`config.mk`:
```
export PLATFORM = sky130hd
export DESIGN_NAME = demux_striping
export DESIGN_NICKNAME = d
export VERILOG_FILES = /design/src/rtl/demux_striping.sv
export SDC_FILE = /design/constraint.sdc
export NUM_CORES = 1
export LEC_CHECK = 0
export ABC_AREA = 1
export CAP_MARGIN = 20
export CORE_UTILIZATION = 31
export CTS_CLUSTER_SIZE = 40
export DETAILED_ROUTE_END_ITERATION = 6
export MAX_ROUTING_LAYER = met4
export SETUP_SLACK_MARGIN = 0.3
export SYNTH_ARGS = -nofsm -noshare
export SYNTH_HDL_FRONTEND = slang
export SYNTH_SLANG_ARGS = --single-unit
```
`constraint.sdc`:
```
create_clock -name clk_2f -period 2.4 [get_ports clk_2f]
set_input_delay 0.48 -clock clk_2f [delete_from_list [all_inputs] [get_ports clk_2f]]
set_output_delay 0.48 -clock clk_2f [all_outputs]
set_load 0.02 [all_outputs]
```
`src/rtl/demux_striping.sv`:
```
// demux_striping
//   Transmit-side striper for a two-lane link. One word stream arrives on clk_2f.
//   Even words go to lane_0 and odd words go to lane_1. Each even word is held for
//   one edge so that both words of a pair appear on the lanes on the same edge.
//   An even word that has no partner is flushed alone and marked with odd_flush.
//
// Ports
//   clk_2f       in   single clock, all state updates on its rising edge
//   reset_L      in   synchronous active-low reset
//   data_input   in   WIDTH-bit incoming word
//   valid_input  in   data_input is valid this cycle
//   lane_0       out  even-word lane data (registered, holds when valid_0=0)
//   lane_1       out  odd-word lane data (registered, holds when valid_1=0)
//   valid_0      out  lane_0 carries a new word this cycle
//   valid_1      out  lane_1 carries a new word this cycle
//   odd_flush    out  single-cycle pulse: even word sent without a partner

module demux_striping #(
    parameter int unsigned WIDTH = 32
) (
    input  logic             clk_2f,
    input  logic             reset_L,
    input  logic [WIDTH-1:0] data_input,
    input  logic             valid_input,
    output logic [WIDTH-1:0] lane_0,
    output logic [WIDTH-1:0] lane_1,
    output logic             valid_0,
    output logic             valid_1,
    output logic             odd_flush
);

    typedef enum logic {
        StEven,    // waiting for the even word of a pair
        StPending  // even word is parked in hold_0_q
    } sel_e;

    sel_e             sel_q;
    logic [WIDTH-1:0] hold_0_q;

    always_ff @(posedge clk_2f) begin
        if (!reset_L) begin
            // A parked even word is dropped here; it is never flushed.
            sel_q     <= StEven;
            hold_0_q  <= '0;
            lane_0    <= '0;
            lane_1    <= '0;
            valid_0   <= 1'b0;
            valid_1   <= 1'b0;
            odd_flush <= 1'b0;
        end else begin
            // Pulses default low so they never stretch beyond one cycle.
            valid_0   <= 1'b0;
            valid_1   <= 1'b0;
            odd_flush <= 1'b0;
            unique case (sel_q)
                StEven: begin
                    if (valid_input) begin
                        hold_0_q <= data_input;
                        sel_q    <= StPending;
                    end
                end
                StPending: begin
                    lane_0  <= hold_0_q;
                    valid_0 <= 1'b1;
                    sel_q   <= StEven;
                    if (valid_input) begin
                        lane_1  <= data_input;
                        valid_1 <= 1'b1;
                    end else begin
                        // Stream gap after an even word: send it alone, lane_1 holds.
                        odd_flush <= 1'b1;
                    end
                end
                default: sel_q <= StEven;
            endcase
        end
    end

endmodule

```
==> qor.yml <==
io_pins: 102
synth.distinct_cells: 14
core_area_sq_mm: 0.01156
max_freq_mhz: 556.1
clkPwrFrac: 0.405
vdd_ir_drop_max_uv: 298.4
p_int_mw: 2.776
via_count: 3331
synth_seq_area_share: 0.5375
slew_viol_final: 0
hpwl_um: 6633
crit_chain: "clkdlybuf4s50_1"
n_fill_cell: 1168
syn_to_final_growth_pct: 36.61
rrSetupSlack_ns: 0.91
start_util: 0.3221
netSwitchingPower_mw: 0.8877
grt_max_degree: 65
yosysTopAreaCellShare: 0.5375
cp_top_family: "buffers and inverters"
cpMaxStageDelayCell: "clkdlybuf4s50_1"
synth_warnings: 0
p_seq_frac: 0.485
post-cts-setup-buffers: 0
fin_skew_ns: 0.004695
cap_violations: 0
final_common_cell: "nand2_1"
finalCriticalPeriod_ns: 1.798
gp_congestion: 0.7683
fp.dieW_um: 111.6
grt_pass1_vias: 3130
tightestPinTransition_ns: 0.7082
cts_root_buffer: "clkbuf_16"
first_pass_iters: 6
cts_tree: "done"
syn_area_per_cell_sq_um: 7.480
drc: 7
required_ns: 1.92
cp_max_fo: 2
drtAntennaViolNets: 0
status: "complete, but fails checks"
htreeDepth: 3
antenna_found_initial: 0
io_buffers: 101
drive_gt1_frac: 0.04932
cts.hold.buffers_added: 0
setup_violations: 0
antennaDiodeCount: 0
layout_common_cells: "nand2_1, dfxtp_1, clkdlybuf4s50_1"
rsz0062_at_grt: "no"
worstSkewPairLatency_ns: 0.34
viasPerCell: 4.557
wire_per_inst_um: 12.97
yosysTopAreaCell: "dfxtp_1"
violations: "DRC"
syn_inst: 498
cts_buffers: 9
cts.clk_slew.worst_paths_ns: 0.06
synth_seq_cells: 100
wirelength_um: 9484
dieHeight_um: 111.6
ctsLongestPathBuffers: 2
grt_pass1_wl_um: 15730
power.density_mw_per_mm2: 720.0
synth_area_sq_mm: 0.003725
share_comb_of_total_power: 0.110
setup-tns-final_ns: 0
dieArea_sq_mm: 0.01246
startpoint_type: "flip-flop"
ctsResizeCount: 0
grt_usage: 0.1626
power_switching_share: 0.2423
min_period_over_period: 0.7492
leakage_nw: 2.198
crit_type: "flip-flop to output pin"
arrival_ns: 1.32
synth.area.top_cells: "dfxtp_1, nand2_1, nand3_1, nor2_1, a21oi_1"
hold_path_class: "primary input to flip-flop"
syn-num-nets: 533
clock-sinks: 100
cp-end-kind: "output pin"
gr-total-overflow: 0
hold_violations: 0
critical_path.max_stage_delay_ns: 0.62
relSlewSlack: 0.5267
p_total_mw: 3.664
fin_nets: 618
row_count: 39
cp_num_buf_inv: 1
initialDrtViolationCount: 148
logic make-up after synthesis:
group,after synthesis,share of synthesized area
AOI/OAI and AO/OA,32,0.04300
buffers and inverters,72,0.08868
DFF,100,0.5375
and+or+nand+nor,294,0.3309
flip-flops by register name, summed over array words and instances (netlist names):
signal,cells
valid_0,1
valid_1,1
lane_1,32
lane_0,32
hold_0_q,32
odd_flush,1
sel_q,1
metrics by stage:
stage                     hold WS, ns  utilization  setup WS, ns  cell area [sq um]  instances
after floorplan                0.4195            -         1.342               3725        498
after global placement         0.4325       0.4131        0.8800               4777        715
after detailed placement       0.4349       0.4131        0.8152               4777        715
after CTS                      0.4034       0.4400        0.5827               5089        731
after global routing           0.4283       0.4400        0.5566               5089        731
final                          0.4136       0.4400        0.6019               5089        731
routing by layer:
metal	track usage	part of all wire	vias to the layer above
met3	0.02885	0.040	13
met2	0.2183	0.42	85
li1	-	-	1740
met4	0.08559	0.022	0
met1	0.2297	0.52	1493
met5	-	0	-
cell usage after synthesis:
cell type  count
buf_1          1
nor2_1        66
dfxtp_1      100
buf_2         24
clkinv_1       1
buf_4          8
inv_2          1
nand3_1       96
a21oi_1       32
inv_1         34
nor2_4         1
clkbuf_1       3
nor3_1         1
nand2_1      130
path summary, 6_finish.rpt:
| kind | from | to | cells after the start |
|---|---|---|---|
| max | lane_1[4]$_SDFFE_PN0P_ | lane_1[4] | 1 |
| min | reset_L | odd_flush$_SDFF_PN0_ | 3 |
| max reg2reg | sel_q$_SDFF_PP0_ | hold_0_q[14]$_SDFFE_PN0P_ | 6 |
| min reg2reg | hold_0_q[15]$_SDFFE_PN0P_ | lane_0[15]$_SDFFE_PN0P_ | 2 |
cell type report:
class / instances / area (sq um) / share of cell area
tap: 143 / 178.9 / 0.03516
clock buffer: 11 / 252.7 / 0.04967
multi-input combinational: 326 / 1393 / 0.2737
sequential: 100 / 2002 / 0.3934
inverter: 36 / 135.1 / 0.02656
timing repair buffer: 110 / 1069 / 0.2100
clock inverter: 5 / 58.81 / 0.01156
power groups by stage:
stage          Combinational, mW  Sequential [mW]  Clock (mW)
6_report                   0.403             1.78        1.48
5_1_grt                    0.448             1.79        1.58
4_1_cts                    0.407             1.78        1.51
3_5_place_dp               0.405             1.81           0
3_3_place_gp               0.399             1.81           0
2_1_floorplan              0.197             1.85           0
Power figures use the tool's default switching activity.
